<file path="src/rtl/adder_sched_pkg.sv">
`default_nettype none
// ============================================================================
// Module  : adder_sched_pkg
// Brief   : Shared defaults, id-width helper and types for adder_rr_scheduler.
// Revision: 1.0 - initial release
// ============================================================================
package adder_sched_pkg;

    localparam int DEF_WIDTH  = 8;
    localparam int DEF_N_REQ  = 4;
    localparam int RBUF_DEPTH = 2;

    function automatic int id_width(input int n);
        return (n <= 2) ? 1 : $clog2(n);
    endfunction

    localparam int DEF_ID_W = id_width(DEF_N_REQ);

    // Result entry layout for the default configuration
    typedef struct packed {
        logic [DEF_WIDTH:0]  sum;
        logic [DEF_ID_W-1:0] id;
    } rbuf_entry_t;

    typedef enum logic [0:0] {
        SCHED_IDLE = 1'b0,
        SCHED_BUSY = 1'b1
    } sched_state_t;

endpackage
`default_nettype wire

</file>
<file path="src/rtl/adder_rr_scheduler_arbiter.sv">
`default_nettype none
// ============================================================================
// Module  : rr_arbiter
// Brief   : N-way round-robin arbiter, one-hot grant, pointer advances past
//           the winner on every grant.
// Revision: 1.0 - initial release
// ============================================================================
module rr_arbiter
    import adder_sched_pkg::*;
#(
    parameter int N     = DEF_N_REQ,
    parameter int IDX_W = id_width(DEF_N_REQ)
) (
    input  logic             clk,
    input  logic             rst_n,
    input  logic             i_en,
    input  logic [N-1:0]     i_req,
    output logic [N-1:0]     o_grant,
    output logic [IDX_W-1:0] o_grant_idx
);

    logic [IDX_W-1:0] r_ptr;
    logic [IDX_W-1:0] w_cand;
    int               w_sum;

    // Scan from farthest to nearest so the candidate closest to r_ptr wins
    always_comb begin
        o_grant     = '0;
        o_grant_idx = '0;
        w_sum       = 0;
        w_cand      = '0;
        for (int k = N - 1; k >= 0; k--) begin
            w_sum = int'(r_ptr) + k;
            if (w_sum >= N) begin
                w_sum = w_sum - N;
            end
            w_cand = IDX_W'(w_sum);
            if (i_en && i_req[w_cand]) begin
                o_grant         = '0;
                o_grant[w_cand] = 1'b1;
                o_grant_idx     = w_cand;
            end
        end
    end

    always_ff @(posedge clk) begin
        if (!rst_n) begin
            r_ptr <= '0;
        end else if (|o_grant) begin
            r_ptr <= (o_grant_idx == IDX_W'(N - 1)) ? '0 : o_grant_idx + IDX_W'(1);
        end
    end

endmodule
`default_nettype wire

</file>
<file path="src/rtl/adder_rr_scheduler.sv">
`default_nettype none
// ============================================================================
// Module  : adder_rr_scheduler
// Brief   : Shares one external sync adder between N requesters with
//           round-robin issue and a 2-entry tagged result buffer.
// Revision: 1.0 - initial release
// ============================================================================
module adder_rr_scheduler
    import adder_sched_pkg::*;
#(
    parameter int N_REQ = DEF_N_REQ,
    parameter int WIDTH = DEF_WIDTH,
    parameter int ID_W  = id_width(N_REQ)
) (
    input  logic                   clk,
    input  logic                   rst_n,
    input  logic [N_REQ-1:0]       req_valid,
    output logic [N_REQ-1:0]       req_ready,
    input  logic [N_REQ*WIDTH-1:0] req_a,
    input  logic [N_REQ*WIDTH-1:0] req_b,
    output logic                   rsp_valid,
    input  logic                   rsp_ready,
    output logic [WIDTH:0]         rsp_sum,
    output logic [ID_W-1:0]        rsp_id,
    output logic                   add_enable,
    output logic [WIDTH-1:0]       add_a,
    output logic [WIDTH-1:0]       add_b,
    input  logic [WIDTH:0]         add_sum,
    input  logic                   add_valid,
    output logic                   proto_err
);

    typedef struct packed {
        logic [WIDTH:0]  sum;
        logic [ID_W-1:0] id;
    } entry_t;

    entry_t       r_buf [RBUF_DEPTH];
    logic [1:0]   r_cnt;
    sched_state_t r_state;
    logic [ID_W-1:0] r_id_q;
    logic         r_proto;

    logic         w_inflight;
    logic         w_pop;
    logic         w_push;
    logic [2:0]   w_occ;
    logic         w_can_issue;
    logic [ID_W-1:0] w_grant_idx;
    entry_t       w_new;

    assign w_inflight = (r_state == SCHED_BUSY);
    assign rsp_valid  = rst_n & (r_cnt != 2'd0);
    assign w_pop      = rsp_valid & rsp_ready;
    assign w_push     = add_valid & w_inflight;

    // Counting the in-flight result up front guarantees it always has a slot
    assign w_occ       = {1'b0, r_cnt} + {2'b0, w_inflight} - {2'b0, w_pop};
    assign w_can_issue = rst_n & (w_occ < 3'(RBUF_DEPTH));

    rr_arbiter #(
        .N     (N_REQ),
        .IDX_W (ID_W)
    ) u_arb (
        .clk         (clk),
        .rst_n       (rst_n),
        .i_en        (w_can_issue),
        .i_req       (req_valid),
        .o_grant     (req_ready),
        .o_grant_idx (w_grant_idx)
    );

    assign add_enable = |req_ready;

    always_comb begin
        add_a = '0;
        add_b = '0;
        for (int i = 0; i < N_REQ; i++) begin
            if (req_ready[i]) begin
                add_a = req_a[i*WIDTH +: WIDTH];
                add_b = req_b[i*WIDTH +: WIDTH];
            end
        end
    end

    assign w_new     = '{sum: add_sum, id: r_id_q};
    assign rsp_sum   = r_buf[0].sum;
    assign rsp_id    = r_buf[0].id;
    assign proto_err = r_proto;

    always_ff @(posedge clk) begin
        if (!rst_n) begin
            r_state <= SCHED_IDLE;
            r_id_q  <= '0;
            r_cnt   <= 2'd0;
            r_proto <= 1'b0;
        end else begin
            r_state <= add_enable ? SCHED_BUSY : SCHED_IDLE;
            if (add_enable) begin
                r_id_q <= w_grant_idx;
            end
            if (add_valid && !w_inflight) begin
                r_proto <= 1'b1;
            end
            // Entry 0 is always the head; a pop shifts entry 1 forward
            case ({w_push, w_pop})
                2'b10: begin
                    if (r_cnt == 2'd0) begin
                        r_buf[0] <= w_new;
                    end else begin
                        r_buf[1] <= w_new;
                    end
                    r_cnt <= r_cnt + 2'd1;
                end
                2'b01: begin
                    r_buf[0] <= r_buf[1];
                    r_cnt    <= r_cnt - 2'd1;
                end
                2'b11: begin
                    if (r_cnt == 2'd1) begin
                        r_buf[0] <= w_new;
                    end else begin
                        r_buf[0] <= r_buf[1];
                        r_buf[1] <= w_new;
                    end
                end
                default: ;
            endcase
        end
    end

endmodule
`default_nettype wire

</file>
<file path="config.mk">
export PLATFORM = sky130hd
export DESIGN_NAME = adder_rr_scheduler
export DESIGN_NICKNAME = d
export VERILOG_FILES = /design/src/rtl/adder_sched_pkg.sv /design/src/rtl/adder_rr_scheduler_arbiter.sv /design/src/rtl/adder_rr_scheduler.sv
export SDC_FILE = /design/constraint.sdc
export NUM_CORES = 1
export LEC_CHECK = 0
export ABC_AREA = 1
export CORE_MARGIN = 2
export CORE_UTILIZATION = 38
export DETAILED_ROUTE_END_ITERATION = 6
export PLACE_DENSITY = 0.77
export SYNTH_ARGS = -nofsm -noshare
export SYNTH_HDL_FRONTEND = slang
export SYNTH_HIERARCHICAL = 1
export SYNTH_SLANG_ARGS = --single-unit
export TNS_END_PERCENT = 5
</file>
<file path="constraint.sdc">
create_clock -name clk -period 5 [get_ports clk]
set_clock_uncertainty 0.1 [all_clocks]
set_input_delay 1 -clock clk [delete_from_list [all_inputs] [get_ports clk]]
set_output_delay 1 -clock clk [all_outputs]
set_load 0.02 [all_outputs]
</file>
==> results by group, run 1 <==
Status
  – Outcome: finished, final reports clean

CTS
  – Hold buffers post-CTS: 0
  – Worst-path clk slew: 60 ps
  – CTS tree: built
  – Worst skew pair latency: 280 ps
  – Num CTS Buffers: 5
  – H-tree lvl count: 2
  – CTS root buffer: clkbuf_8
  – Clock Sinks: 30
  – Longest Clk Path Bufs: 2

Floorplanning
  – Die area: approximately 0.0074 mm²
  – Die Y: roughly 86 µm
  – Initial Util: between 30 and 40%
  – Top-Level Pins: between 100 and 150
  – Die W: 85.98 µm
  – Number of core rows: 29
  – Area of the core: 0.006422 mm²

Pwr
  – Net Sw Power: 1.780 mW
  – Pint: around 1.8 mW
  – Sequential power share: about a tenth
  – Clock group share of total power: 5.2%
  – Combinational group share of total power: 85.0%
  – Leakage: 1.976 nW
  – Sw Ratio: around 50%
  – Peak supply drop: roughly 670 µV
  – Pwr dens: approximately 820 mW/mm²

Placed design
  – # port buffers: about 110
  – HPWL after DPL: 5458 µm
  – Pre-CTS setup slack: -942.7 ps
  – RePlAce Congestion: 0.8639

Worst setup path
  – Slowest stage delay, CP: 540 ps
  – CP startpoint kind: primary input
  – Worst setup EP type: output pin
  – Crit-path max FO: 8
  – Crit path DAT: 3850 ps
  – Slowest CP cell: fa_2
  – Critical path required time: slightly below 4000 ps
  – Crit path cell chain: buf_8 -> nand2_4 -> nor2_4 -> ha_4 -> or2_4 -> fa_2 -> o21ai_2 -> nor2_4 -> nand3_2 -> buf_6 -> nand2_2 -> inv_2 -> nand2_2 -> nand3_2 -> nand2_2 -> inv_4 -> buf_12 -> buf_16 -> a21oi_2 -> nand2_1 -> nand2_1 -> nand2_1 -> buf_6
  – Critical path class: in2out

GRT
  – Antenna violations before repair: 0
  – Grt ovf: 0
  – Vias in the first global route: 2,749
  – Largest net degree at the start of global routing: 29
  – First-pass GRT wire length: 12,220 µm
  – Gr usage total: 20.30%

STA
  – Hold WS: around 360 ps
  – Final setup viols: 0
  – PnR worst setup slack: 45.15 ps
  – Final hold viol count: 0
  – Worst slew pin tran: 1019 ps
  – RSZ-0062 raised after global routing: true
  – Period utilisation layout: around 100%
  – Final Slew Violations: 0
  – Achievable Freq: 201.8 MHz
  – Fin crit period: about 5000 ps
  – Rel. slew slack: 32.05%

Routing
  – WL final: 8308 µm
  – Drt pass-1 iters: 5
  – Post-route ant nets: 0
  – Drc violations: 0
  – Vias/cell: approximately 4.9
  – Iter 0 DRT Violations: about 120
  – Drt wl/cell: roughly 14 µm
  – Via count: ~3,000

Synthesis
  – Syn Inst Count: 380
  – Syn Nets: 476
  – Seq cells post-synth: 30
  – Yosys warns: 6
  – Syn avg cell area: 6.720 µm²
  – Synthesized cell area: 0.002554 mm²
  – Sequential-to-total area share from yosys stat: 32.14%
  – Count of different cell masters after synthesis: 23

Finish
  – Share of cells above drive strength 1: 29.46%
  – Diode count: 0
  – Finished Core Util: between 60% and 70%
  – Area Growth Syn to Fin: 70.46%
  – Final-stage net count: 611

Run
  – Max-cap violations: 0

Min path
  – Worst min path class: reg2reg
## power by group through the flow
stage / sequential, mW / clock (mW) / combinational (mW)
floorplan: 0.349 / 0 / 1.57
global placement: 0.354 / 0 / 2.39
detailed placement: 0.355 / 0 / 2.42
CTS: 0.350 / 0.191 / 2.74
global route: 0.355 / 0.205 / 3.31
finish: 0.351 / 0.186 / 3.03
## through the flow
stage,TNS [ps],instance area (µm²),power (mW),cells
floorplan,-258.6,2589,1.916,380
detailed placement,-17840,3810,2.777,566
CTS,-24.84,4125,3.286,586
global placement,-16400,3810,2.748,566
finish,0,4353,3.567,593
global route,-1149,4353,3.872,593
## what timing repair did
action | 4_1_cts | 5_1_grt
setup buffers | 10 | 4
pin swaps | 12 | 18
resized for setup | 137 | 51
setup endpoints to repair | 21 | 21
gates cloned | 2 | 4
## area by class of cell
| class | instances | area, µm² |
|---|---|---|
| fillers | 549 | 2069 |
| multi-input cells | 290 | 1613 |
| repair buffers | 155 | 1582 |
| flip-flops and latches | 30 | 820.8 |
| inverters | 32 | 150.1 |
| well taps | 77 | 96.34 |
| clock buffers | 5 | 68.82 |
| clock inverters | 3 | 16.27 |
| repair inverters | 1 | 6.256 |
## cell usage after synthesis
master      n  share of area (%)
buf_6       4                1.8
a22oi_1     1               0.29
dfxtp_1     8                6.3
nand3b_1    1               0.29
nand2_1   128                 19
fa_1        1               0.78
edfxtp_1   22                 26
nor2_4      5                2.2
o21ai_0     2               0.39
ha_1       14                6.9
a21oi_1    25                4.9
inv_2       5               0.74
nand3_2     3                1.2
buf_4      13                3.8
nor2_2      6                1.5
nand3_1    43                8.4
buf_2       8                1.6
inv_1      27                4.0
nor2_1     51                7.5
or2_2       1               0.25
nand2_2     7                1.7
clkbuf_1    3               0.44
o22ai_1     2               0.49
## registers in the layout (all words and copies together) (netlist names)
register and count:
r_buf 22, r_cnt 2, r_id_q 2, u_arb/r_ptr 2
proto_err 1, r_state 1
## critical path: cells and delay by family
kind | cells | cell delay (ps)
and+or+nand+nor | 12 | 1190
adders and majority gates | 2 | 750
buffers and inverters | 7 | 720
AOI/OAI and AO/OA | 2 | 180
## cells by family (layout without fill, tap and decap cells)
kind of cell,after synthesis,in the layout,synth area share [%]
buffers and inverters,60,196,12.30
adders and majority gates,15,15,7.643
and+or+nand+nor,245,245,41.84
DFF,30,30,32.14
AOI/OAI and AO/OA,30,30,6.076
## cell usage in the layout, fill, tap and decap left out, drive strengths merged, types with 7 or more instances in the layout
cell type and count:
edfxtp 22, clkdlybuf4s50 91, clkbuf 7, nor2 62, ha 14, nand3 46, dfxtp 8, inv 31
a21oi 25, nand2 135, buf 58
## final timing paths
kind / from / end / slack (ps) / cells past startpoint
setup / recovery: rst_n / add_a[7] / 50 / 23
hold / removal: r_id_q[1]$_SDFFE_PN0P_ / r_buf[0][12]$_DFFE_PP_ / 360 / 0
setup reg to reg: r_cnt[0]$_SDFFE_PN0P_ / u_arb/r_ptr[1]$_SDFFE_PN0P_ / 1270 / 21
hold reg to reg: r_id_q[1]$_SDFFE_PN0P_ / r_buf[0][12]$_DFFE_PP_ / 360 / 0
## per-layer routing
metal,vias to the layer above,track usage (%),routed length [µm],part of all wire (%)
met5,-,0,0,0
met2,101,35.02,4360,52
met4,0,5.772,36,0.43
met3,6,4.139,462,5.6
li1,1474,-,-,-
met1,1341,25.56,3448,42
No activity file was read; power rests on OpenSTA's default activity.
==> run 2, diff against run 1 <==
--- a/config.mk
+++ b/config.mk
@@ -8,7 +8,9 @@
 export ABC_AREA = 1
 export CORE_MARGIN = 2
 export CORE_UTILIZATION = 38
+export CTS_CLUSTER_DIAMETER = 80
 export DETAILED_ROUTE_END_ITERATION = 6
+export GPL_TIMING_DRIVEN = 1
 export PLACE_DENSITY = 0.77
 export SYNTH_ARGS = -nofsm -noshare
 export SYNTH_HDL_FRONTEND = slang
==> results of run 2 <==
No change in the layout: final DEF, timing and power equal those of run 1.
==> run 3, diff against run 2 <==
--- a/config.mk
+++ b/config.mk
@@ -7,11 +7,12 @@
 export LEC_CHECK = 0
 export ABC_AREA = 1
 export CORE_MARGIN = 2
-export CORE_UTILIZATION = 38
+export CORE_UTILIZATION = 43
+export CTS_BUF_LIST = sky130_fd_sc_hd__clkbuf_4
 export CTS_CLUSTER_DIAMETER = 80
 export DETAILED_ROUTE_END_ITERATION = 6
 export GPL_TIMING_DRIVEN = 1
-export PLACE_DENSITY = 0.77
+export PLACE_DENSITY = 0.82
 export SYNTH_ARGS = -nofsm -noshare
 export SYNTH_HDL_FRONTEND = slang
 export SYNTH_HIERARCHICAL = 1
==> constraint.sdc (replaced) <==
create_clock -name clk -period 4.6 [get_ports clk]
set_clock_uncertainty 0.1 [all_clocks]
set_input_delay 0.92 -clock clk [delete_from_list [all_inputs] [get_ports clk]]
set_output_delay 0.92 -clock clk [all_outputs]
set_load 0.02 [all_outputs]
==> run 3 against run 2 <==
The run now ends with negative setup slack left. Worst setup slack got worse by 130 ps. Global-route usage grew 4.3 points. Clock power down 18%. Die area decreased by 11%. Non-clock buffer count down 2. Via count grew 0.75%. Cell area down 4.2%. Sequential cell count unchanged. Count of clock-buffer cells in the layout unchanged. Largest cell class unchanged.
==> results by group, run 3 (synthesized netlist as in run 1, its figures left out) <==
Worst setup path
  – Crit-path max FO: 16 (+8)
  – CP dominant cell by count: nand2_1
  – Critical path class: in2out
  – Critical path required time: 3580 ps (-320 ps)
  – Crit path DAT: 3670 ps (-180 ps)
  – Reg2Reg Setup Slack: 880 ps (-390 ps)
  – Slowest CP cell: fa_2
  – Worst setup EP type: output pin
  – CP startpoint kind: primary input
  – Crit path cell chain: buf_6 -> inv_2 -> nor2_4 -> ha_4 -> or2_4 -> fa_2 -> o21ai_2 -> nor2_4 -> buf_4 -> nand3_1 -> nor2_4 -> nand2_1 -> nand3_1 -> nand2_1 -> inv_2 -> buf_12 -> nand3_1 -> nand2_1 -> nand2_1 -> nand2_1 -> buf_6
  – Slowest stage delay, CP: 550 ps (about the same)

STA
  – Hold WS: 373.5 ps (+10.23 ps)
  – Period utilisation layout: 101.9%
  – Final Slew Violations: 0 (unchanged)
  – Final hold viol count: 0 (unchanged)
  – Final setup TNS: -1123 ps (-1123 ps)
  – Achievable Freq: approximately 210 MHz
  – PnR worst setup slack: -85.32 ps (-130.5 ps)
  – Final setup viols: 17 (+17)
  – Rel. slew slack: 68.28% (+36 points)
  – Fin crit period: 4685 ps
  – RSZ-0062 raised after global routing: true
  – Worst slew pin tran: 474.6 ps (-544.7 ps)

Finish
  – Most frequent cells in the layout: nand2_1, clkdlybuf4s50_1, nor2_1, nand3_1, buf_4
  – Diode count: 0 (unchanged)
  – Biggest register: r_buf
  – Finished Core Util: 71.71% (+3.9 points)
  – Final-stage net count: 609 (-0.33%)
  – Area Growth Syn to Fin: 63.30%
  – Max FFs per register: 22 (unchanged)
  – Commonest non-fill, non-tap cell in the layout: nand2_1
  – Share of cells above drive strength 1: 26.85% (-2.6 points)

Min path
  – Worst min path class: reg2reg

Floorplanning
  – Die area: 0.006572 mm² (-11%)
  – Die Y: 81.07 µm (-5.7%)
  – Area of the core: 0.005816 mm² (-9.4%)
  – Initial Util: 43.91% (+4.1 points)
  – Top-Level Pins: 115 (unchanged)
  – Number of core rows: 28 (-3.4%)
  – Die W: 81.07 µm (-5.7%)

Placed design
  – RePlAce Congestion: 0.8307 (-3.8%)
  – Pre-CTS setup slack: -1147 ps (-204.6 ps)
  – # port buffers: 114 (unchanged)
  – HPWL after DPL: 5912 µm (+8.3%)

Routing
  – Vias/cell: 4.998 (+1.4%)
  – Post-route ant nets: 0 (unchanged)
  – Iter 0 DRT Violations: 143 (+18%)
  – Drt pass-1 iters: 4 (-1)
  – Drc violations: 0 (unchanged)
  – Via count: 2,944 (+0.75%)
  – Drt wl/cell: 14.10 µm (+0.63%)
  – WL final: 8304 µm (about the same)

GRT
  – First-pass GRT wire length: 12,640 µm (+3.4%)
  – Gr usage total: 24.65% (+4.3 points)
  – Grt ovf: 0 (unchanged)
  – Largest net degree at the start of global routing: 17 (-41%)
  – Vias in the first global route: 2,787 (+1.4%)
  – Antenna violations before repair: 0 (unchanged)

CTS
  – Num CTS Buffers: 5 (unchanged)
  – Worst skew pair latency: 330 ps (+50 ps)
  – Clock Sinks: 30 (unchanged)
  – Worst-path clk slew: 90 ps (+30 ps)
  – CTS tree: built
  – H-tree lvl count: 2 (unchanged)
  – CTS root buffer: clkbuf_4
  – Longest Clk Path Bufs: 2 (unchanged)
  – Hold buffers post-CTS: 0 (unchanged)

Pwr
  – Peak supply drop: 832.9 µV (+24%)
  – Pwr dens: 877.4 mW/mm² (+7.1%)
  – Leakage: 1.910 nW (-3.4%)
  – Total power: 3.659 mW (+2.6%)

Run
  – Max-cap violations: 0 (unchanged)

Status
  – Failing checks: negative setup slack
  – Outcome: complete, but fails checks
## run 3: changes by cell type in the layout (fill, tap and decap cells not counted), sizes merged
cell	delta
inv	+1
clkbuf	-1
nand3	+1
clkinv	-2
dlygate4sd2	-4
buf	+3
## run 3: path summary, 6_finish.rpt
path / depth (start not counted) / end / start
hold / removal: 2 / proto_err$_SDFFE_PN0P_ / proto_err$_SDFFE_PN0P_
hold reg to reg: 2 / proto_err$_SDFFE_PN0P_ / proto_err$_SDFFE_PN0P_
setup reg to reg: 23 / u_arb/r_ptr[1]$_SDFFE_PN0P_ / r_cnt[1]$_SDFFE_PN0P_
setup / recovery: 21 / add_b[0] / rsp_ready
## run 3: timing repair
action / in CTS / in global routing
pin swaps: 22 / 1
cloned: 3 / 0
gates resized for setup: 151 / 15
buffers inserted: 7 / 0
setup endpoints to repair: 21 / 21
## run 3: through the flow
| step | cell area [µm²] | instances |
|---|---|---|
| after floorplan | 2644 | 380 |
| after global placement | 3902 | 571 |
| after detailed placement | 3902 | 571 |
| after CTS | 4173 | 589 |
| after global routing | 4170 | 589 |
| final | 4170 | 589 |
## run 3: layer usage
metal / global-route usage, % / part of all wire, % / wire length [µm]
met2: 43.88 / 51 / 4275
met4: 8.983 / 2.6 / 218
met5: 0 / 0 / 0
met1: 30.11 / 40 / 3359
met3: 3.556 / 5.4 / 451
## run 3: critical path: cells and delay by family
family                     cells  cell delay [ps]
AOI/OAI and AO/OA              1               70
adders and majority gates      2              750
and+or+nand+nor               12             1300
buffers and inverters          6              620
## run 3: layout make-up
class	instances	area, µm²
Inverter	32	145.1
Tap cell	75	93.84
Fill cell	463	1645
Clock buffer	5	37.54
Clock inverter	3	16.27
Multi-Input combinational cell	291	1565
Sequential cell	30	822.0
Timing Repair Buffer	153	1490
## run 3: power breakdown
part           internal (mW)  switching, mW
registers              0.348         0.0328
logic                   1.37           1.75
clock network         0.0568         0.0949
total                   1.78           1.88
==> variant 1, RTL diff (config.mk and constraints of run 3) <==
Set the package constant `DEF_N_REQ` to 5 (it was 4).
--- a/src/rtl/adder_sched_pkg.sv
+++ b/src/rtl/adder_sched_pkg.sv
@@ -7,7 +7,7 @@
 package adder_sched_pkg;
 
     localparam int DEF_WIDTH  = 8;
-    localparam int DEF_N_REQ  = 4;
+    localparam int DEF_N_REQ  = 5;
     localparam int RBUF_DEPTH = 2;
 
     function automatic int id_width(input int n);
Interface: changed (5 resized); port bits go from 115 to 134. The function was not compared with the original's and may differ.
==> variant 1 against run 3 <==
The run still ends with setup timing left. Sequential cell count grew 4. Setup slack lost 630 ps. Routed wire length grew 61%. Area after synthesis grew 49%. Design area grew 45%. Die area grew 46%. Via count grew 62%. Critical path type unchanged.
Power is left out: the tool's default activity adds up to more than one toggle a clock period on the data nets, which glitch-free logic cannot reach.
==> variant 1: results (changes against run 3) <==
clock_network:
  htree_levels: 2  # unchanged
  cts-buffers-inserted: 5  # unchanged
  clk_latency_ps: 340
  cts_buffer_depth: 2  # unchanged
  path_clk_slew_ps: 100
  clock-root-buffer: "clkbuf_4"
grt:
  grt_max_degree: 34  # +17
  grt.total_usage_pct: 27.1  # +2.5 points
  grt_pass1_vias: 4462  # +60%
  grt_first_pass_wirelength_mm: 21.3  # +69%
  antenna_found_initial: 0  # unchanged
cells_and_area:
  drive_gt1_share_pct: 27.4  # +0.56 points
  nFillCells: 742  # +60%
  layout.nets: 925  # +52%
  n_antenna_cell: 0  # unchanged
  top_regs: "r_buf x24, r_id_q x3, u_arb/r_ptr x3"
routing:
  via_count: 4755  # +62%
  wl_mm: 13.3  # +61%
  drtIter0Drc: 262  # +83%
  via_per_inst: 5.18  # +3.6%
  first_pass_iters: 5  # +1
place:
  gp_congestion: 1.00  # +20%
  dpl.hpwl_mm: 10.6  # +79%
  place.port_buffers: 133  # +17%
  placed_cells: 896  # +57%
timing:
  setup_viol: 22  # +5
  setup_ws_ps: -712  # -626 ps
  fin_tns_setup_ps: -11950  # -10,830 ps
  slew_headroom_pct: 62.0  # -6.3 points
run_status:
  outcome: "finished with violations"
  violations: "setup timing"
setup_path:
  crit_start: "rsp_ready"
  crit_end: "add_b[6]"
  cp_max_fo: 8  # -8
  r2r-end: "r_id_q[1]$_SDFFE_PN0P_"
  rr_worst_depth: 27  # +17%
  regToRegStartpoint: "r_cnt[1]$_SDFFE_PN0P_"
  rrSetupSlack_ps: 570  # -310 ps
  arrival_ps: 4290  # +620 ps
logic_synthesis:
  synth_area_leaders: "nand2_1 26%, edfxtp_1 19%, nand3_1 10%"
  yosysUniqueCellTypes: 39  # +70%
  syn_nets: 739  # +55%
  syn_inst: 623  # +64%
  synthTopCellsByCount: "262 x nand2_1, 76 x nand3_1, 51 x inv_1, 49 x a21oi_1"
  async_reset_ff_share_pct: 0  # unchanged
  yosysWarnings: 6  # unchanged
  synth_edf_count: 24  # +9.1%
  yosysSeqAreaShare_pct: 24.2  # -7.9 points
  ys.flop_type: "edfxtp_1"
min_path:
  worstHoldPathType: "flop to flop"
==> variant 1: metrics by stage <==
step	instance area (um^2)	util [%]	hold slack, ps	worst slack [ps]
after floorplan	3910	-	331	-555
after global placement	5660	65.5	346	-1460
after detailed placement	5660	65.5	358	-1570
after CTS	5980	69.2	386	-649
after global routing	6040	70.0	397	-892
final	6040	70.0	385	-712
==> variant 1: critical path: stages <==
cell and delay [ps]:
buf_8 80, nand3b_4 90, inv_4 80, ha_4 190
or2_4 230, fa_1 490, o21ai_2 80, a211oi_4 300
buf_6 160, nand2_1 60, inv_2 60, nand2_4 70
buf_6 120, nand2_1 60, nand2_1 60, nand2_1 70
nand2_2 60, a21oi_4 230, clkinvlp_4 270, nand3_2 150
nand2_1 80, nand2_1 70, nand2_1 60, nand2_1 70
nand2_2 50, buf_6 120
==> variant 1: area by class of cell <==
class	instances	share of cell area, %
multi-input combinational	484	43.5
timing repair buffer	212	33.1
sequential	34	15.3
inverter	71	4.78
tap	108	2.24
clock buffer	6	0.745
clock inverter	2	0.145
timing repair inverter	1	0.124
==> variant 1: metal layers <==
metal	share of wire, %	global-route usage (%)	wire length, um	vias up
li1	-	-	-	2353
met5	0	0	0	-
met4	2.6	7.59	350	0
met2	50	48.3	6720	190
met1	41	34.4	5440	2176
met3	6.3	3.58	838	36
==> variant 1: worst min path at each step <==
stage,startpoint,end,slack [ps],depth (start not counted)
floorplan,r_id_q[0]$_SDFFE_PN0P_,r_buf[0][12]$_DFFE_PP_,330,0
global placement,r_id_q[2]$_SDFFE_PN0P_,r_buf[0][14]$_DFFE_PP_,350,0
detailed placement,proto_err$_SDFFE_PN0P_,proto_err$_SDFFE_PN0P_,360,2
CTS,proto_err$_SDFFE_PN0P_,proto_err$_SDFFE_PN0P_,390,2
global route,r_id_q[1]$_SDFFE_PN0P_,r_buf[0][13]$_DFFE_PP_,400,0
finish,proto_err$_SDFFE_PN0P_,proto_err$_SDFFE_PN0P_,380,2
==> variant 1: timing repair <==
item | in CTS | in global routing
cloned | 2 | 0
gates resized for setup | 178 | 19
hold buffers | 0 | 0
setup endpoints to repair | 22 | 22
setup buffers | 10 | 2
pin swaps | 21 | 14
==> variant 1: cell families after synthesis <==
kind of cell / after synthesis / synth area share (%)
xor gates and xnor gates: 1 / 0.231
and+or+nand+nor: 396 / 45.8
adders and majority gates: 18 / 6.32
buffers and inverters: 105 / 12.8
AOI/OAI and AO/OA: 69 / 10.6
DFF: 34 / 24.2
==> variant 2, RTL diff (flow settings as in run 3) <==
Made on the original files. Register the output `proto_err` once more, without a reset; this adds one clock of latency there. The other outputs are not delayed to match.
--- a/src/rtl/adder_rr_scheduler.sv
+++ b/src/rtl/adder_rr_scheduler.sv
@@ -86,7 +86,9 @@
     assign w_new     = '{sum: add_sum, id: r_id_q};
     assign rsp_sum   = r_buf[0].sum;
     assign rsp_id    = r_buf[0].id;
-    assign proto_err = r_proto;
+    always_ff @(posedge clk) begin
+        proto_err <= r_proto;
+    end
 
     always_ff @(posedge clk) begin
         if (!rst_n) begin
Check against the original RTL: not equivalent (Yosys sat finds a counterexample within 4 cycles, from zero or initial values and one cycle with rst_n low).
==> variant 2 against run 3 <==
The run still ends with setup timing left. Routed wire length grew 28%. Power up 14%. Design area is 11% higher. Critical path depth grew 1. Worst hold slack worse by 97 ps. Maximum frequency decreased by 2.5%. Area after synthesis increased by 1.5%. Core utilization increased by 6.9 points. Sequential cell count increased by 1. Setup slack worse by 120 ps. Largest cell class is now buffers. Largest power group unchanged. Highest routed layer unchanged.
==> variant 2: results (changes against run 3) <==
place:
  post_dp_cell_area_um2: 3920  # +0.48%
  placed_cells: 577  # +1.1%
  dp_slack_ps: -1080  # +70.1 ps
run_status:
  outcome: "finished with violations"
  violations: "setup timing"
setup_path:
  crit_start: "rst_n"
  rr_worst_depth: 32  # +39%
  r2r-end: "r_buf[0][20]$_DFFE_PP_"
  cp_max_fo: 6  # -10
grt:
  globalRouteMet1Util_pct: 33.9  # +3.8 points
  grt_pass1_vias: 2989  # +7.2%
  grt_first_pass_wirelength_mm: 14.6  # +16%
  grt_max_degree: 20  # +3
routing:
  first_pass_iters: 5  # +1
  dr_wl_met2_mm: 5.32  # +24%
  wl_per_cell_um: 16.9  # +20%
  via_count: 3392  # +15%
timing:
  worst_pin_slew_ps: 486  # +10.9 ps
  fin_tns_setup_ps: -2760  # -1630 ps
  hold_slack_ps: 276  # -97.0 ps
  setup_ws_ps: -207  # -122 ps
  setup_viol: 19  # +2
cells_and_area:
  multi_input_gates: 297  # +2.1%
  seq_area_share_pct: 18.2  # -1.5 points
  layout.nets: 649  # +6.6%
  multi_input_area_um2: 1670  # +6.6%
logic_synthesis:
  synth_seq_cells: 31  # +3.3%
  yosysSeqAreaShare_pct: 32.4  # +0.29 points
  syn_nets: 483  # +1.5%
  synthTopCellsByCount: "140 x nand2_1, 49 x nor2_1, 45 x nand3_1, 29 x inv_1, 23 x a21oi_1"
pwr:
  leakage_nw: 2.13  # +11%
-- variant 2: cell count changes after synthesis, moves of 2 or more --
| cell | before | now |
|---|---|---|
| nand3_1 | 43 | 45 |
| nand2_2 | 7 | 5 |
| a21oi_1 | 25 | 23 |
| nand2_1 | 128 | 140 |
| nor2_1 | 51 | 49 |
| o21ai_0 | 2 | 4 |
| o22ai_1 | 2 | 0 |
| buf_6 | 4 | 2 |
| nor2_2 | 6 | 4 |
| inv_1 | 27 | 29 |
-- variant 2: worst max-delay path, cell delays in order --
cell and delay [ps]:
buf_8 80, nand2_4 50, nor2_4 140, ha_4 210
or2_4 220, fa_2 540, o21ai_2 80, nor2_4 180
buf_6 150, nand3_4 100, nand2_2 90, inv_2 40
nand2_1 70, nand3_2 80, nand2_4 130, inv_8 60
buf_6 120, a21oi_1 140, nand2_1 80, nand2_1 90
nand2_2 50, buf_4 150
